## src/rtl/axi_pkg.sv

```systemverilog
// Shared bus constants for the write-response path: response codes and the
// default ID width used by subordinates.
package axi_pkg;

  localparam logic [1:0] RESP_OKAY   = 2'b00;
  localparam logic [1:0] RESP_SLVERR = 2'b10;
  localparam int         ID_W_DEFAULT = 4;

endpackage

```

## src/rtl/wresp_queue_subo.sv

```systemverilog
// In-order write-response queue: records write IDs as they are accepted,
// marks them finished as write data completes, and returns B responses in order.
module wresp_queue_subo
  import axi_pkg::*;
#(
  parameter  int ID_W  = ID_W_DEFAULT,
  parameter  int DEPTH = 4,
  localparam int PTR_W = $clog2(DEPTH)
) (
  input  logic             clk,
  input  logic             rst,
  input  logic             reqc_s_valid,
  input  logic [ID_W-1:0]  reqc_s_id,
  output logic             reqc_s_ready,
  input  logic             finish_swd,
  input  logic             finish_err,
  output logic             bvalid,
  input  logic             bready,
  output logic [ID_W-1:0]  bid,
  output logic [1:0]       bresp,
  output logic             bcomp,
  output logic [PTR_W:0]   outstanding,
  output logic             proto_err
);

  logic [ID_W-1:0]  id_reg [DEPTH];
  logic [DEPTH-1:0] done_reg;
  logic [DEPTH-1:0] err_reg;

  logic [PTR_W-1:0] wr_ptr_reg;
  logic [PTR_W-1:0] fin_ptr_reg;
  logic [PTR_W-1:0] rd_ptr_reg;
  logic [PTR_W:0]   count_reg;
  logic [PTR_W:0]   pend_reg;
  logic             proto_err_reg;

  logic push;
  logic fin_acc;
  logic pop;

  // Ready looks only at the registered count, so a same-cycle pop never frees a slot.
  assign reqc_s_ready = (count_reg != (PTR_W+1)'(DEPTH));
  assign push         = reqc_s_valid & reqc_s_ready;
  assign fin_acc      = finish_swd & (pend_reg != '0);
  assign pop          = bvalid & bready;

  assign bvalid      = (count_reg != '0) & done_reg[rd_ptr_reg];
  assign bid         = id_reg[rd_ptr_reg];
  assign bresp       = err_reg[rd_ptr_reg] ? RESP_SLVERR : RESP_OKAY;
  assign bcomp       = 1'b1;
  assign outstanding = count_reg;
  assign proto_err   = proto_err_reg;

  // The three pointers can never address the same slot with an active
  // operation in one cycle, so the per-entry priority below never drops one.
  generate
    for (genvar gi = 0; gi < DEPTH; gi++) begin : g_entry
      always_ff @(posedge clk) begin
        if (rst) begin
          id_reg[gi]   <= '0;
          done_reg[gi] <= 1'b0;
          err_reg[gi]  <= 1'b0;
        end else if (push && wr_ptr_reg == PTR_W'(gi)) begin
          id_reg[gi]   <= reqc_s_id;
          done_reg[gi] <= 1'b0;
          err_reg[gi]  <= 1'b0;
        end else if (fin_acc && fin_ptr_reg == PTR_W'(gi)) begin
          done_reg[gi] <= 1'b1;
          err_reg[gi]  <= finish_err;
        end else if (pop && rd_ptr_reg == PTR_W'(gi)) begin
          done_reg[gi] <= 1'b0;
        end
      end
    end
  endgenerate

  always_ff @(posedge clk) begin
    if (rst) begin
      wr_ptr_reg    <= '0;
      fin_ptr_reg   <= '0;
      rd_ptr_reg    <= '0;
      count_reg     <= '0;
      pend_reg      <= '0;
      proto_err_reg <= 1'b0;
    end else begin
      if (push)    wr_ptr_reg  <= wr_ptr_reg + 1'b1;
      if (fin_acc) fin_ptr_reg <= fin_ptr_reg + 1'b1;
      if (pop)     rd_ptr_reg  <= rd_ptr_reg + 1'b1;
      count_reg <= count_reg + (PTR_W+1)'(push) - (PTR_W+1)'(pop);
      pend_reg  <= pend_reg + (PTR_W+1)'(push) - (PTR_W+1)'(fin_acc);
      if ((reqc_s_valid && !reqc_s_ready) || (finish_swd && pend_reg == '0))
        proto_err_reg <= 1'b1;
    end
  end

endmodule

```

## config.mk

```make
export PLATFORM = sky130hd
export DESIGN_NAME = wresp_queue_subo
export DESIGN_NICKNAME = d
export VERILOG_FILES = /design/src/rtl/axi_pkg.sv /design/src/rtl/wresp_queue_subo.sv
export SDC_FILE = /design/constraint.sdc
export NUM_CORES = 1
export LEC_CHECK = 0
export CAP_MARGIN = 20
export CORE_MARGIN = 8
export CORE_UTILIZATION = 45
export DETAILED_ROUTE_END_ITERATION = 10
export GPL_ROUTABILITY_DRIVEN = 0
export PLACE_DENSITY = 0.77
export SYNTH_ARGS = -nofsm -noshare
export SYNTH_HDL_FRONTEND = slang
export SYNTH_SLANG_ARGS = --single-unit
```

## constraint.sdc

```tcl
create_clock -name clk -period 3.3 [get_ports clk]
set_clock_uncertainty 0.2 [all_clocks]
set_input_delay 0.33 -clock clk [delete_from_list [all_inputs] [get_ports clk]]
set_output_delay 0.33 -clock clk [all_outputs]
set_load 0.005 [all_outputs]
```

==> qor.yml <==
placed_design:
  hpwlAfterDp_mm: 2.79
  port_buffers: 20
route:
  first_pass_iters: 4
  via_per_inst: 5.43
  ant_nets: 0
  drc: 0
  vias: 1362
  avgRoutedWirePerCell_um: 15.1
  first_iter_violations: 57
  routed_wl_mm: 3.80
setup_path:
  cp.arrival_ns: 2.70
  cp-end-kind: "flip-flop"
  crit_required_ns: 3.26
  crit_fanout: 8
  criticalPathCategory: "flip-flop to flip-flop"
  cp-start-kind: "flip-flop"
die:
  pin_count: 23
  rows: 24
  initial_core_util_pct: 46.4
  die_h_um: 82.5
  core_area_sq_um: 4290
  die_w_um: 82.5
  die_area_sq_um: 6810
final_layout:
  nFillCells: 392
  drive_gt1_share_pct: 9.55
  fin_util_pct: 54.2
  fin_nets: 225
  diodes: 0
  largest_reg_flops: 16
  area_delta_synth_final_pct: 17.0
synthesis:
  syn_inst: 179
  syn_area_sq_um: 1990
  seq_area_frac_synth_pct: 47.3
  synth.most_common_cell: "dfxtp_1"
  yosys_register_bits: 39
  synthTopCellsByCount: "23 x dfxtp_1, 17 x and2_1, 16 x edfxtp_1"
  synth.top_cell.area_share_pct: 24.1
  yosys-top-cells-area: "edfxtp_1 24%, dfxtp_1 23%, ha_1 9.4%"
  synth_cell_types: 34
  syn_nets: 206
  yosysTopAreaCell: "edfxtp_1"
  synth-edff-count: 16
  avgSynthCellArea_sq_um: 11.1
  yosys_warnings: 0
  async_reset_ff_share_pct: 0
  ys.flop_type: "dfxtp_1"
global_routing:
  grt_remaining_overflow: 0
  grt_pass1_wl_mm: 6.24
  grt_usage_pct: 12.3
  antenna_found_initial: 0
  grt_pass1_vias: 1295
  grt_start_max_net_pins: 24
pwr:
  p_int_mw: 1.02
  powerDensity_nw_per_um2: 626
  pwr-share-seq_pct: 44.7
  ir_drop_v: 0.000430
  power_frac_clock_pct: 27.3
  leakage_nw: 0.880
  p_comb_share_pct: 27.9
  p_sw_uw: 442
  swShare_pct: 30.3
clocking:
  ctsResizeCount: 0
  insertion_delay_ns: 0.29
  cts_buffer_depth: 2
  post_cts_buffers: 0
  cts_buffers: 5
  clock-sinks: 39
  root_buffer: "clkbuf_8"
  ctsHoldBuffers: 0
  htreeDepth: 2
  cts_tree: "yes"
  clkTransAtPathRegs_ns: 0.08
timing:
  maxSlewViolCount: 0
  setup_viol: 0
  clock.fmax_mhz: 366
  relSlewSlack_pct: 50.6
  finalCriticalPeriod_ns: 2.73
  worst_pin_slew_ns: 0.739
  setup_tns_ns: 0
  period_share_pct: 82.9
  rsz0062_at_grt: "no"
  hold_viol_final: 0
run_status:
  status: "finished clean"
flow_run:
  maxCapViolCount: 0
worst_hold_path:
  hp-class: "flip-flop to flip-flop"
[cell usage in the layout (no fill, tap or decap), drive strengths merged, types with 6 or more instances in the layout]
| cell type | netlist | routed |
|---|---|---|
| nor3 | 6 | 6 |
| and2 | 17 | 17 |
| nand3 | 6 | 6 |
| nor2 | 6 | 6 |
| a21oi | 13 | 13 |
| clkdlybuf4s50 | 0 | 20 |
| ha | 15 | 15 |
| inv | 12 | 12 |
| dfxtp | 23 | 23 |
| mux4 | 6 | 6 |
| nand2 | 13 | 13 |
| edfxtp | 16 | 16 |
[through the flow]
step / hold WS (ns) / cells / total power [mW] / setup slack, ns / instance area [sq um]
after floorplan: 0.232 / 179 / 0.919 / 0.737 / 1990
after global placement: 0.243 / 243 / 1.06 / 0.609 / 2220
after detailed placement: 0.254 / 243 / 1.07 / 0.601 / 2220
after CTS: 0.264 / 251 / 1.46 / 0.559 / 2330
after global routing: 0.289 / 251 / 1.55 / 0.396 / 2330
final: 0.266 / 251 / 1.46 / 0.565 / 2330
[power groups by stage]
stage | combinational, mW | clock, mW | sequential, mW
4_1_cts | 0.411 | 0.401 | 0.652
2_1_floorplan | 0.285 | 0 | 0.635
5_1_grt | 0.465 | 0.423 | 0.665
6_report | 0.407 | 0.398 | 0.652
3_3_place_gp | 0.403 | 0 | 0.661
3_5_place_dp | 0.407 | 0 | 0.663
[critical path, stage by stage, from the launching register on]
cell and delay, ns:
dfxtp_1 0.46, mux4_2 0.55, o311a_1 0.25, ha_1 0.34, inv_1 0.04, ha_1 0.18
fa_1 0.37, xnor2_1 0.16, nor2_1 0.05
[area by class of cell]
cell class	instances	area (sq um)	share of cell area, %
Clock buffer	5	68.8	2.96
Clock inverter	3	43.8	1.88
Inverter	12	45.0	1.93
Multi-Input combinational cell	118	950	40.8
Sequential cell	39	941	40.4
Tap cell	52	65.1	2.79
Timing Repair Buffer	22	215	9.24
[cells by family (layout without fill, tap and decap cells)]
kind of cell / after synthesis / count (layout) / share of synthesized area [%]
compound gates: 32 / 32 / 11.0
buf+inv: 22 / 42 / 5.03
flops: 39 / 39 / 47.3
fa+ha+maj: 17 / 17 / 11.4
simple gates: 54 / 54 / 14.1
other cells: 2 / 2 / 0.377
xor+xnor: 4 / 4 / 1.76
mux: 9 / 9 / 8.99
[final timing paths]
kind / cells after the start / startpoint / to / slack (ns)
setup reg to reg: 8 / rd_ptr_reg[0] / outstanding[2] / 0.57
hold reg to reg: 2 / err_reg[0] / err_reg[0] / 0.27
hold / removal: 2 / err_reg[0] / err_reg[0] / 0.27
setup / recovery: 8 / rd_ptr_reg[0] / outstanding[2] / 0.57
[layer usage]
layer	track usage (%)	routed length (um)	vias up
met1	14.6	1660	657
li1	-	-	665
met2	20.0	1840	35
met4	5.17	61	0
met5	0	0	-
met3	4.22	233	5
Power figures use the tool's default switching activity.
